$ cat src/rtl/link_pkg.sv
// Shared definitions for the time-slot one-hot link (transmitter and receiver).
package link_pkg;

  localparam int unsigned SLOTS_DEFAULT = 8;
  localparam int unsigned SEL_W_DEFAULT = 3;

  typedef enum logic {
    StHunt = 1'b0,
    StRun  = 1'b1
  } state_e;

  // Line pattern for slot 'sel'. Returned wide so any slot count up to 32 can use it.
  function automatic logic [31:0] onehot(input int unsigned sel);
    return 32'd1 << sel;
  endfunction

endpackage

$ cat src/rtl/slot_counter.sv
// Slot index counter: sync reset to 0, load to 1 on frame start, natural wrap on increment.
module slot_counter #(
  parameter int unsigned SEL_W = 3
) (
  input  logic             CLK,
  input  logic             RST,
  input  logic             load,
  input  logic             inc,
  output logic [SEL_W-1:0] cnt
);

  // Load has priority over increment so a realign always restarts at slot 1.
  always_ff @(posedge CLK) begin
    if (RST) begin
      cnt <= '0;
    end else if (load) begin
      cnt <= SEL_W'(1);
    end else if (inc) begin
      cnt <= cnt + SEL_W'(1);
    end
  end

endmodule

$ cat src/rtl/slot_demux_receiver.sv
// Receive end of the one-hot time-slot link: aligns to SYNC, rebuilds the parallel
// word one bit per clock and reports each finished frame as VALID or ERR.
module slot_demux_receiver
  import link_pkg::*;
#(
  parameter int unsigned SLOTS = SLOTS_DEFAULT,
  parameter int unsigned SEL_W = SEL_W_DEFAULT
) (
  input  logic             CLK,
  input  logic             RST,
  input  logic             SYNC,
  input  logic [SLOTS-1:0] SLOT_IN,
  output logic [SLOTS-1:0] D_OUT,
  output logic             VALID,
  output logic             ERR,
  output logic             LOCKED
);

  state_e           state_q;
  logic [SEL_W-1:0] cnt;
  logic [SLOTS-1:0] acc_q, acc_d;
  logic             flag_q, flag_d;
  logic [SLOTS-1:0] d_out_q;
  logic             valid_q, err_q, locked_q;

  logic             start;
  logic             frame_end;
  logic [SEL_W-1:0] slot_idx;
  logic [SLOTS-1:0] line_exp;
  logic             hit;
  logic             bad;

  slot_counter #(
    .SEL_W(SEL_W)
  ) u_slot_counter (
    .CLK  (CLK),
    .RST  (RST),
    .load (start),
    .inc  (state_q == StRun),
    .cnt  (cnt)
  );

  // Slot decode and next accumulator/flag; a frame start (lock or realign) drops history.
  always_comb begin
    start     = SYNC && ((state_q == StHunt) || (cnt != '0));
    slot_idx  = start ? '0 : cnt;
    line_exp  = SLOTS'(onehot(32'(slot_idx)));
    hit       = (SLOT_IN == line_exp);
    bad       = (SLOT_IN != '0) && !hit;
    acc_d     = start ? '0 : acc_q;
    acc_d[slot_idx] = hit;
    flag_d    = (start ? 1'b0 : flag_q) | bad;
    // A realign on the last slot wins, so start suppresses frame end.
    frame_end = (state_q == StRun) && !start && (cnt == SEL_W'(SLOTS - 1));
  end

  // Lock FSM with registered word, strobes and lock indication.
  always_ff @(posedge CLK) begin
    if (RST) begin
      state_q  <= StHunt;
      acc_q    <= '0;
      flag_q   <= 1'b0;
      d_out_q  <= '0;
      valid_q  <= 1'b0;
      err_q    <= 1'b0;
      locked_q <= 1'b0;
    end else begin
      valid_q <= 1'b0;
      err_q   <= 1'b0;
      case (state_q)
        StHunt: begin
          if (SYNC) begin
            state_q  <= StRun;
            locked_q <= 1'b1;
            acc_q    <= acc_d;
            flag_q   <= flag_d;
          end
        end
        StRun: begin
          if (frame_end) begin
            if (flag_d) begin
              err_q <= 1'b1;
            end else begin
              d_out_q <= acc_d;
              valid_q <= 1'b1;
            end
            acc_q  <= '0;
            flag_q <= 1'b0;
          end else begin
            acc_q  <= acc_d;
            flag_q <= flag_d;
          end
        end
        default: begin
          state_q  <= StHunt;
          locked_q <= 1'b0;
        end
      endcase
    end
  end

  assign D_OUT  = d_out_q;
  assign VALID  = valid_q;
  assign ERR    = err_q;
  assign LOCKED = locked_q;

endmodule

$ cat config.mk
export PLATFORM = sky130hd
export DESIGN_NAME = slot_demux_receiver
export DESIGN_NICKNAME = d
export VERILOG_FILES = /design/src/rtl/link_pkg.sv /design/src/rtl/slot_counter.sv /design/src/rtl/slot_demux_receiver.sv
export SDC_FILE = /design/constraint.sdc
export NUM_CORES = 1
export LEC_CHECK = 0
export BUFFER_PORTS_ARGS = -buffer_cell sky130_fd_sc_hd__buf_2
export CORE_ASPECT_RATIO = 1.2
export CORE_MARGIN = 5
export CORE_UTILIZATION = 40
export CTS_CLUSTER_DIAMETER = 30
export DETAILED_ROUTE_END_ITERATION = 16
export PLACE_DENSITY = 0.56
export SYNTH_ARGS = -nofsm -noshare
export SYNTH_HDL_FRONTEND = slang
export SYNTH_SLANG_ARGS = --single-unit
$ cat constraint.sdc
create_clock -name CLK -period 4.6 [get_ports CLK]
set_input_delay 0.69 -clock CLK [delete_from_list [all_inputs] [get_ports CLK]]
set_output_delay 0.69 -clock CLK [all_outputs]
set_load 0.01 [all_outputs]
# Word-level counts from Yosys, hierarchy flattened
# Index checks and enable logic that the tools add are counted.
totals:
  regBits: 24
  latch_bits: 0
  ramBits: 0
  mem_bits_ro: 0
  input_bits: 11
  output_inout_bits: 11
  word_cells: 53
  memories: 0
classes:
  n_addsub: 1
  n_mul: 0
  div: 0
  n_lt_le_gt_ge: 2
  eq_ne: 3
  shifts: 1
  n_mux: 18
  bitwise_logic: 4
  reduce_logical: 15
ops:
  columns: ["cell", "count"]
  rows:
  - ["two-way mux 8 bit", 3]
  - ["one-hot mux 8 bit (2 select lines)", 1]
  - ["two-way mux 1 bit", 10]
  - ["bitwise mux 8 bit", 1]
  - ["equality test 8 bit", 1]
  - ["nonzero test 8 bit", 1]
  - ["<< shifter 1 x 3 -> 8 bit, first input constant", 1]
  - ["logical AND 1 bit", 5]
  - ["less-than comparator 3 x 4 -> 1 bit, second input constant", 1]
  - ["adder 3 x 1 -> 3 bit, second input constant", 1]
  - ["demux 1 bit (select 3 bit)", 1]
  - ["equality test 3 bit, second input constant", 1]
  - [">= comparator 3 x 1 -> 1 bit, second input constant", 1]
  - ["two-way mux 3 bit", 1]
  - ["NOT 1 bit", 3]
  - ["AND reduction 3 bit", 1]
  - ["nonzero test 3 bit", 1]
  - ["OR reduction 3 bit", 1]
  - ["logical NOT 1 bit", 2]
  - ["!= test 2 bit, second input constant", 1]
  - ["one-hot mux 1 bit (2 select lines)", 1]
  - ["AND reduction 2 bit", 1]
  - ["nonzero test 2 bit", 1]
  - ["OR reduction 2 bit", 1]
  - ["2 further kinds", 2]

# Logic depth before layout (Yosys ltp)
# Gate-level depths: netlist (run 1).
depth:
  ltp_word: 11
  mapped_depth: 10
  mapped_depth_nobuf: 8

# Modules after synthesis
# Synthesis (run 1) repeated with hierarchy kept, for this count alone.
unflattened:
  cells_unflattened: 173
  area_unflattened_um2: 1386.3
modules_own_cells:
  columns: ["mod", "instances", "cells_per_inst", "area_per_inst_um2", "seq_area_each_um2"]
  rows:
  - ["slot_demux_receiver", 1, 160, 1253.7, 400.4]
  - ["slot_counter", 1, 13, 132.6, 60.1]

# Least setup slack after synthesis (run 1)
# Ideal clock, no wire load.
synth_timing:
  path_type: "input to register"
  startpoint: "input port SYNC"
  endpoint: "register d_out_q[6] (netlist: D_OUT[6])"
  setup_time_ns: 0.091
  arrival_time_ns: 2.260
  required_ns: 4.509
  path_slack_ns: 2.249
  path_stages: 8
  n_path_buf: 2
  cell_sequence: "clkbuf_1 -> inv_1 -> nor2_1 -> a2bb2oi_2 -> nor4_4 -> or2_1 -> buf_6 -> a311oi_1"
synth_between:
  elab_chain_len: 9
  word_cells_on_any_way: 20
  classes_between: "2 x order compare; 1 x eq/ne; 1 x shift; 6 x mux; 2 x bitwise; 8 x reduce/logical"
synth_rtl:
  columns: ["element", "line", "rtl"]
  rows:
  - ["start: declaration", "slot_demux_receiver.sv:11", "input logic SYNC,"]
  - ["logical AND 1 bit *", "slot_demux_receiver.sv:45", "start = SYNC && ((state_q == StHunt) || (cnt != '0));"]
  - ["branches (longest 8 deep; another with less-than comparator 3 x 4 -> 1 bit)", null, null]
  - ["end signal: assignment", "slot_demux_receiver.sv:63", "d_out_q <= '0;"]
  - ["end signal: assignment", "slot_demux_receiver.sv:84", "d_out_q <= acc_d;"]
  - ["end: declaration", "slot_demux_receiver.sv:23", "logic [SLOTS-1:0] d_out_q;"]
# Mark *: on every way between the ends.
# A chain may end at the register's enable or synchronous reset.

# Worst setup path in the final report (run 1)
layout_timing:
  startpoint: "register u_slot_counter.cnt[0]"
  endpoint: "register d_out_q[6] (netlist: D_OUT[6])"
layout_between:
  elab_chain_len: 11
  word_cells_on_any_way: 23
  classes_between: "2 x order compare; 2 x eq/ne; 1 x shift; 6 x mux; 2 x bitwise; 10 x reduce/logical"
layout_rtl:
  columns: ["element", "line", "rtl"]
  rows:
  - ["start: declaration", "slot_counter.sv:9", "output logic [SEL_W-1:0] cnt"]
  - ["start signal: assignment", "slot_counter.sv:19", "cnt <= cnt + SEL_W'(1);"]
  - ["branches (longest 11 deep; another with less-than comparator 3 x 4 -> 1 bit)", null, null]
# Several ways; the timed one is not identified.

==> metrics.cfg, run 1 <==
[status]
status=complete, no violations

[clocking]
hold_buffers=0
cts_resized=0
clk_path_buf_depth=2
post_cts.repair.setup_buffers=0
numCtsBuffers=3
path_clk_slew_ns=0.09
cts_root_buffer=clkbuf_8
h-tree-depth=1
cts_tree=done
cts.sinks=24
clkLatencyLatePin_ns=0.27

[power_and_ir_drop]
leakagePower_nw=0.6092
power_density_nw_per_um2=290.8
switchingPower_mw=0.1096
p_total_mw=0.4566
pwr-share-clk=0.404
power.internal_mw=0.3470
p_seq_frac=0.475
p_sw_frac=0.2401
ir_drop_mv=0.1813
p_comb_frac=0.121

[grt]
grt_pass1_wl_microns=6044
grt_pass1_vias=1273
grt-busiest-layer=met2
antenna_found_initial=0
met3_usage=0.02836
grt-ovfl-total=0
grt_max_degree=20
grt_usage=0.1564
use_met2=0.2555
grtUsageMet1=0.2049

[detailed_routing]
num_vias=1342
routed_wl_microns=3563
viasPerCell=6.100
drtAntennaViolNets=0
wire_per_inst_microns=16.20
drtIter0Drc=96
drc=0
first_pass_iters=4

[placed_design]
place.gp.congestion=0.8827
dpl.hpwl_microns=2625
numPortBuffers=21

[sta]
fin_crit_ns=2.815
fin_tns_setup_ns=0
hold_viol_final=0
skew_ns=0.008358
tightest_slew_ns=1.061
timing.slew.headroom=0.2873
rsz0062_at_grt=false
fin_crit_sh=0.6121
drv_slew=0
finalSetupViolations=0
fmax_mhz=355.2

[floorplanning]
coreArea_sq_um=3367
dieArea_sq_um=4825
die_h_microns=75.10
start_util=0.4195
ios=22
die_x_microns=64.25
rows=23

[logic_synthesis]
syn_area_per_cell_sq_um=8.359
ys_seq_area_frac=0.3401
async_reset_ff_frac=0
ys_warn_count=0
netlist.area_leader.share=0.3401
syn_area_sq_um=1413
syn_nets=183
synth-edff-count=0
ys_seq_elements=24
synthCells=169
yosysUniqueCellTypes=40
synth_area_leaders=dfxtp_1 34%, mux2i_1 6.4%, a21oi_1 6.0%, nand4_1 4.4%, nand2_1 4.3%
synth_area_leader_cell=dfxtp_1
synthFlopType=dfxtp_1

[critical_path]
crit_top_cell=ha_1
arrival_ns=2.96
crit_chain=ha_1 > ha_1 > nand2_1 > a21o_1 > nor3_1 > or2_1 > a311oi_1
critical_path_class=reg -> reg
required_ns=4.74
crit_path_start_kind=flip-flop
critPathTopFamily=simple AND/OR/NAND/NOR gates
worstPathMaxFanout=15
slowest_stage=nor3_1
crit_buf_inv=0
slowest_delay_ns=0.85
endpoint_kind=flip-flop

[min_path]
hold_class=reg -> reg

[final_layout]
layout_commonest_cell=dfxtp_1
drive_gt1_frac=0.1694
num_antenna_cells=0
syn_to_final_growth_pct=11.16
nNetsFinal=198
layout_common_cells=24 x dfxtp_1, 21 x buf_2, 17 x a21oi_1

[run]
cap_violations=0

-- worst min-delay path, stage by stage (launching register included) --
cell     delay [ns]
dfxtp_1        0.31
nand2_1        0.05
a21oi_1        0.05
-- metrics by stage --
| stage | utilization | hold WS, ns | instances | worst slack [ns] | area (sq um) |
|---|---|---|---|---|---|
| finish | 0.4664 | 0.4507 | 220 | 1.785 | 1570 |
| global route | 0.4664 | 0.4927 | 220 | 1.484 | 1570 |
| CTS | 0.4664 | 0.4522 | 220 | 1.794 | 1570 |
| global placement | 0.4452 | 0.4364 | 216 | 1.789 | 1499 |
| floorplan | - | 0.4284 | 169 | 2.249 | 1413 |
| detailed placement | 0.4452 | 0.4401 | 216 | 1.808 | 1499 |
-- final cells by class --
class	instances	area [sq um]
Inverter	5	18.77
Timing Repair Buffer	21	105.1
Clock buffer	3	41.29
Clock inverter	1	30.03
Fill cell	329	1797
Multi-Input combinational cell	129	848.3
Tap cell	37	46.29
Sequential cell	24	480.5
-- layer usage --
layer / wire length [microns] / vias to the layer above / share of wire
met5: 0 / - / 0
met1: 1613 / 641 / 0.45
met2: 1710 / 35 / 0.48
li1: - / 658 / -
met3: 170 / 8 / 0.048
met4: 68 / 0 / 0.019
-- cell families after synthesis --
group	Yosys count	synth area share
DFF	24	0.3401
buffers and inverters	16	0.05934
adders and majority gates	3	0.02658
muxes	9	0.06378
AOI/OAI and AO/OA	47	0.2073
and+or+nand+nor	70	0.3029
-- power by group through the flow --
stage | logic, mW | registers [mW] | clock network, mW
finish | 0.0551 | 0.217 | 0.185
detailed placement | 0.0548 | 0.222 | 0
global placement | 0.0544 | 0.221 | 0
floorplan | 0.0422 | 0.218 | 0
CTS | 0.0552 | 0.217 | 0.190
global route | 0.0615 | 0.218 | 0.200
-- sequential cells by signal (all words and copies together) (netlist names) --
name,count
state_q,1
VALID,1
ERR,1
acc_q,8
D_OUT,8
u_slot_counter.cnt,3
flag_q,1
LOCKED,1
-- cell usage after synthesis (all sizes together), types with 2 or more instances --
master and n:
inv 5, nand2 16, nor2 11, o31ai 4
dfxtp 24, nand4 10, ha 3, buf 6
nor3b 3, a22oi 2, o22ai 3, a21oi 17
nand4b 2, or2 2, o21ai 11, mux2i 9
or4 2, o211ai 2, nor2b 4, clkbuf 5
a211oi 3, and3b 4, nor4 3, nor3 7
-- worst paths after layout --
| kind | slack (ns) | to | from | depth (start not counted) |
|---|---|---|---|---|
| max | 1.78 | D_OUT[6] | u_slot_counter.cnt[0] | 7 |
| max reg2reg | 1.78 | D_OUT[6] | u_slot_counter.cnt[0] | 7 |
| min reg2reg | 0.45 | acc_q[6] | acc_q[6] | 2 |
| min | 0.45 | acc_q[6] | acc_q[6] | 2 |
Note: power is estimated with default switching activity, not from simulation.
==> run 2, diff against run 1 <==
--- a/config.mk
+++ b/config.mk
@@ -5,6 +5,7 @@
 export SDC_FILE = /design/constraint.sdc
 export NUM_CORES = 1
 export LEC_CHECK = 0
+export ABC_AREA = 1
 export BUFFER_PORTS_ARGS = -buffer_cell sky130_fd_sc_hd__buf_2
 export CORE_ASPECT_RATIO = 1.2
 export CORE_MARGIN = 5
==> constraint.sdc (replaced) <==
create_clock -name CLK -period 2.9 [get_ports CLK]
set_input_delay 0.435 -clock CLK [delete_from_list [all_inputs] [get_ports CLK]]
set_output_delay 0.435 -clock CLK [all_outputs]
set_load 0.01 [all_outputs]
==> metrics.cfg, run 2 <==
[logic_synthesis]
syn_nets=218  ; was 183
synthFlopType=dfxtp_1  ; unchanged
yosysMostFrequentCell=nand2_1  ; was dfxtp_1
ys_seq_elements=24  ; unchanged
synthCells=204  ; was 169
netlist.area_leader.share=0.3582  ; was 0.3401
syn_area_per_cell_sq_um=6.575  ; was 8.359 sq um
synth_area_leader_cell=dfxtp_1  ; unchanged
synth_area_leaders=dfxtp_1 36%, nand2_1 16%, nor2_1 8.1%, a21oi_1 6.0%, inv_1 5.9%  ; was dfxtp_1 34%, mux2i_1 6.4%, a21oi_1 6.0%, nand4_1 4.4%, nand2_1 4.3%
ys_warn_count=0  ; unchanged
yosysUniqueCellTypes=22  ; was 40
async_reset_ff_frac=0  ; unchanged
ys_seq_area_frac=0.3582  ; was 0.3401
synth-edff-count=0  ; unchanged
synthTopCellsByCount=57 x nand2_1, 29 x nor2_1, 24 x dfxtp_1  ; was 24 x dfxtp_1, 17 x a21oi_1, 16 x nand2_1
syn_area_sq_um=1341  ; was 1413 sq um

[sta]
fin_tns_setup_ns=0  ; unchanged
tightest_slew_ns=0.5979  ; was 1.061 ns
skew_ns=0.0009674  ; was 0.008358 ns
fmax_mhz=402.7  ; was 355.2 MHz
fin_crit_ns=2.483  ; was 2.815 ns
fin_crit_sh=0.8562  ; was 0.6121
finalSetupViolations=0  ; unchanged
rsz0062_at_grt=false  ; unchanged
hold_viol_final=0  ; unchanged
timing.slew.headroom=0.5999  ; was 0.2873
drv_slew=0  ; unchanged

[placed_design]
place.gp.congestion=0.9445  ; was 0.8827
dpl.hpwl_microns=2397  ; was 2625 microns
place_area_sq_um=1461  ; was 1499 sq um
numPortBuffers=21  ; unchanged

[floorplanning]
start_util=0.4088  ; was 0.4195
coreArea_sq_um=3281  ; was 3367 sq um
dieArea_sq_um=4616  ; was 4825 sq um
rows=23  ; unchanged
die_h_microns=73.44  ; was 75.10 microns
ios=22  ; unchanged
die_x_microns=62.86  ; was 64.25 microns

[final_layout]
nNetsFinal=239  ; was 198
final_cell_area_sq_um=1521  ; was 1570 sq um
syn_to_final_growth_pct=13.43  ; was 11.16%
layout_commonest_cell=nand2_1  ; was dfxtp_1
layout_common_cells=57 x nand2_1, 29 x nor2_1, 23 x dfxtp_1  ; was 24 x dfxtp_1, 21 x buf_2, 17 x a21oi_1
num_antenna_cells=0  ; unchanged
utilization=0.4638  ; was 0.4664
drive_gt1_frac=0.1875  ; was 0.1694

[detailed_routing]
wl_met1_microns=1425  ; was 1613 microns
drtAntennaViolNets=0  ; unchanged
met3_length_microns=152  ; was 170 microns
dr.max_layer_used=met4  ; unchanged
routed_wl_microns=3113  ; was 3563 microns
wl_met2_microns=1447  ; was 1710 microns
drc=0  ; unchanged
first_pass_iters=4  ; unchanged
viasPerCell=4.950  ; was 6.100
wire_per_inst_microns=11.93  ; was 16.20 microns
num_vias=1292  ; was 1342
drtIter0Drc=79  ; was 96

[min_path]
hold_class=reg -> reg  ; unchanged

[critical_path]
endpoint_kind=flip-flop  ; unchanged
required_ns=3.10  ; was 4.74 ns
critical_path_class=reg -> reg  ; unchanged
arrival_ns=2.68  ; was 2.96 ns
crit_path_start_kind=flip-flop  ; unchanged
worstPathMaxFanout=21  ; was 15

[clocking]
numCtsBuffers=3  ; unchanged
cts_tree=done  ; unchanged
clk_path_buf_depth=2  ; unchanged
cts_root_buffer=clkbuf_8  ; unchanged
path_clk_slew_ns=0.08  ; was 0.09 ns
cts.sinks=24  ; unchanged
h-tree-depth=1  ; unchanged
clkLatencyLatePin_ns=0.27  ; about the same

[grt]
grt_pass1_wl_microns=5823  ; was 6044 microns
grt_usage=0.1561  ; was 0.1564
antenna_found_initial=0  ; unchanged
grt_pass1_vias=1275  ; was 1273
grt_max_degree=22  ; was 20
grt-ovfl-total=0  ; unchanged

[power_and_ir_drop]
p_sw_frac=0.2526  ; was 0.2401
pwr-share-clk=0.349  ; was 0.404
leakagePower_nw=0.7522  ; was 0.6092 nW
p_seq_frac=0.535  ; was 0.475
ir_drop_mv=0.2912  ; was 0.1813 mV
p_total_mw=0.6422  ; was 0.4566 mW
p_comb_frac=0.116  ; was 0.121
power.internal_mw=0.4799  ; was 0.3470 mW
power_density_nw_per_um2=422.1  ; was 290.8 nW/um^2
switchingPower_mw=0.1622  ; was 0.1096 mW

[status]
status=complete, no violations  ; unchanged

[run]
cap_violations=0  ; unchanged

==> run 2: logic make-up (layout without fill, tap and decap cells) <==
kind of cell             after synthesis  in the layout  share of synthesized area
AND/OR/NAND/NOR                      120            120                     0.4151
buffers and inverters                 31             51                     0.1017
AO/OA/AOI/OAI                         26             26                    0.09701
flip-flops                            24             24                     0.3582
adder cells (fa/ha/maj)                3              3                    0.02799
==> run 2: worst paths after layout <==
kind	start	slack, ns	to	cells past startpoint
max	u_slot_counter.cnt[1]	0.42	acc_q[0]	12
min	acc_q[5]	0.47	acc_q[5]	2
max reg2reg	u_slot_counter.cnt[1]	0.42	acc_q[0]	12
min reg2reg	acc_q[5]	0.47	acc_q[5]	2
==> run 2: critical path, cell delays in order, from the launching register on <==
cell	delay, ns
dfxtp_1	0.40
inv_1	0.18
ha_1	0.19
nand3_2	0.09
nand2_2	0.32
nand4_1	0.22
nand2_1	0.11
nand2_1	0.07
nor2_2	0.14
nand3_4	0.13
o21ai_0	0.31
nand2_1	0.09
a21oi_1	0.15
==> run 2: power by group through the flow <==
stage                     Clock, mW  Sequential (mW)  Combinational (mW)
after CTS                     0.233            0.343              0.0746
after floorplan                   0            0.345              0.0574
after detailed placement          0            0.351              0.0740
after global routing          0.253            0.346              0.0852
after global placement            0            0.351              0.0735
final                         0.224            0.344              0.0742
==> run 2: layer usage <==
| layer | up-vias | global-route usage |
|---|---|---|
| met2 | 33 | 0.2497 |
| met4 | 0 | 0.08255 |
| met1 | 565 | 0.2009 |
| met3 | 7 | 0.02599 |
| met5 | - | 0 |
| li1 | 687 | - |
==> run 2: layout make-up <==
type                            instances  area, sq um
Inverter                               24        90.09
Sequential cell                        24        481.7
Fill cell                             357         1759
Clock buffer                            4        55.05
Tap cell                               37        46.29
Timing Repair Buffer                   23        120.1
Multi-Input combinational cell        149        728.2
==> run 2: metrics by stage <==
stage          hold WS [ns]  worst slack (ns)  std cells
2_1_floorplan        0.4376            0.7264        204
3_3_place_gp         0.4422            0.3313        257
3_5_place_dp         0.4572            0.2873        257
4_1_cts              0.4703            0.2790        261
5_1_grt              0.4951           0.01982        261
6_report             0.4670            0.4170        261
==> run 2: repair_timing <==
item | CTS | global route
setup endpoints to repair | 0 | 16
hold endpoints to repair | 0 | 0
gates resized for setup | 0 | 2
buffers inserted | 0 | 0
hold buffers | 0 | 0
==> run 3, diff against run 2 <==
--- a/config.mk
+++ b/config.mk
@@ -7,12 +7,14 @@
 export LEC_CHECK = 0
 export ABC_AREA = 1
 export BUFFER_PORTS_ARGS = -buffer_cell sky130_fd_sc_hd__buf_2
+export CAP_MARGIN = 20
 export CORE_ASPECT_RATIO = 1.2
 export CORE_MARGIN = 5
 export CORE_UTILIZATION = 40
 export CTS_CLUSTER_DIAMETER = 30
 export DETAILED_ROUTE_END_ITERATION = 16
 export PLACE_DENSITY = 0.56
+export RECOVER_POWER = 50
 export SYNTH_ARGS = -nofsm -noshare
 export SYNTH_HDL_FRONTEND = slang
 export SYNTH_SLANG_ARGS = --single-unit
==> metrics.cfg, run 3 (synthesis gave the netlist of run 2 again) <==
[status]
status=complete, no violations  ; unchanged

[detailed_routing]
first_pass_iters=4  ; unchanged
wire_per_inst_microns=11.85  ; was 11.93 microns
viasPerCell=4.966  ; was 4.950
num_vias=1296  ; was 1292
drtAntennaViolNets=0  ; unchanged
routed_wl_microns=3093  ; was 3113 microns
drc=0  ; unchanged
drtIter0Drc=70  ; was 79

[grt]
grt_usage=0.1561  ; unchanged
grt-busiest-layer=met2  ; unchanged
use_met2=0.2497  ; unchanged
antenna_found_initial=0  ; unchanged
grt_max_degree=22  ; unchanged
grt-ovfl-total=0  ; unchanged
grtUsageMet1=0.2009  ; unchanged
grt_pass1_wl_microns=5823  ; unchanged
met3_usage=0.02599  ; unchanged
grt_pass1_vias=1275  ; unchanged

[clocking]
h-tree-depth=1  ; unchanged
cts_tree=done  ; unchanged
hold_buffers=0  ; unchanged
cts.sinks=24  ; unchanged
cts_root_buffer=clkbuf_8  ; unchanged
numCtsBuffers=3  ; unchanged
path_clk_slew_ns=0.08  ; about the same
clkLatencyLatePin_ns=0.27  ; about the same
clk_path_buf_depth=2  ; unchanged

[floorplanning]
ios=22  ; unchanged
dieArea_sq_um=4616  ; unchanged
coreArea_sq_um=3281  ; unchanged
die_x_microns=62.86  ; unchanged
rows=23  ; unchanged
die_h_microns=73.44  ; unchanged
start_util=0.4088  ; unchanged

[sta]
fin_crit_ns=2.478  ; was 2.483 ns
fin_tns_setup_ns=0  ; unchanged
finalSetupViolations=0  ; unchanged
drv_slew=0  ; unchanged
fin_crit_sh=0.8545  ; was 0.8562
skew_ns=0.0009796  ; was 0.0009674 ns
hold_viol_final=0  ; unchanged
fmax_mhz=403.6  ; was 402.7 MHz
tightest_slew_ns=0.5979  ; unchanged
timing.slew.headroom=0.5999  ; unchanged
rsz0062_at_grt=false  ; unchanged

[critical_path]
arrival_ns=2.68  ; about the same
critical_path_class=reg -> reg  ; unchanged
crit_path_start_kind=flip-flop  ; unchanged
reg2reg_from=u_slot_counter.cnt[1]  ; unchanged
startpoint=u_slot_counter.cnt[1]  ; unchanged
endpoint_kind=flip-flop  ; unchanged
required_ns=3.10  ; about the same
worstPathMaxFanout=21  ; unchanged

[final_layout]
syn_to_final_growth_pct=12.13  ; was 13.43%
seq_area_sq_um=481.7  ; unchanged
nNetsFinal=239  ; unchanged
num_antenna_cells=0  ; unchanged
multi_input_area_sq_um=728.2  ; unchanged
layout_common_cells=57 x nand2_1, 29 x nor2_1, 23 x dfxtp_1  ; unchanged
layout_commonest_cell=nand2_1  ; unchanged
nFillCells=362  ; was 357
drive_gt1_frac=0.1339  ; was 0.1875

[placed_design]
place.gp.congestion=0.9445  ; unchanged
dpl.hpwl_microns=2397  ; unchanged
numPortBuffers=21  ; unchanged

[power_and_ir_drop]
p_total_mw=0.6407  ; was 0.6422 mW
power_density_nw_per_um2=426.0  ; was 422.1 nW/um^2
leakagePower_nw=0.7006  ; was 0.7522 nW
ir_drop_mv=0.2911  ; was 0.2912 mV

[min_path]
hp-start=acc_q[5]  ; unchanged
hold_class=reg -> reg  ; unchanged

[run]
cap_violations=0  ; unchanged

==> run 3: path summary, 6_finish.rpt <==
path,slack (ns),to,cells past startpoint
setup / recovery,0.42,acc_q[0],12
hold / removal,0.47,acc_q[5],2
setup reg to reg,0.42,acc_q[0],12
hold reg to reg,0.47,acc_q[5],2
==> run 3: where the power goes <==
group / total (mW) / leakage (nW) / switching (mW) / internal (mW)
registers: 0.344 / 0.195 / 0.00881 / 0.335
clock network: 0.224 / 0.0288 / 0.103 / 0.121
logic: 0.0730 / 0.477 / 0.0502 / 0.0228
==> run 3: through the flow <==
stage / setup WS [ns] / hold WS (ns) / std cells / cell area, sq um / utilization
finish: 0.4220 / 0.4675 / 261 / 1504 / 0.4584
global route: 0.01982 / 0.4953 / 261 / 1504 / 0.4584
CTS: 0.2790 / 0.4703 / 261 / 1516 / 0.4622
detailed placement: 0.2873 / 0.4572 / 257 / 1461 / 0.4455
global placement: 0.3313 / 0.4422 / 257 / 1461 / 0.4455
floorplan: 0.7264 / 0.4376 / 204 / 1341 / -
==> run 3: area by class of cell <==
type / instances / area share
Sequential cell: 24 / 0.3203
Timing Repair Buffer: 23 / 0.06822
Clock buffer: 4 / 0.03661
Tap cell: 37 / 0.03078
Multi-Input combinational cell: 149 / 0.4842
Inverter: 24 / 0.05990
==> run 3: metal layers <==
| layer | wire (microns) | part of all wire |
|---|---|---|
| met5 | 0 | 0 |
| met4 | 89 | 0.029 |
| met3 | 155 | 0.050 |
| met2 | 1446 | 0.47 |
| met1 | 1403 | 0.45 |
==> run 3: timing repair <==
action / in CTS / in global routing
hold endpoints to repair: 0 / 0
buffers inserted: 0 / 0
endpoints found under the setup margin: 0 / 16
gates resized for setup: 0 / 2
==> run 3: critical path, cell delays in order (launching register included) <==
cell	delay (ns)
dfxtp_1	0.40
inv_1	0.18
ha_1	0.18
nand3_2	0.09
nand2_2	0.32
nand4_1	0.22
nand2_1	0.11
nand2_1	0.07
nor2_2	0.14
nand3_4	0.13
o21ai_0	0.30
nand2_1	0.09
a21oi_1	0.15
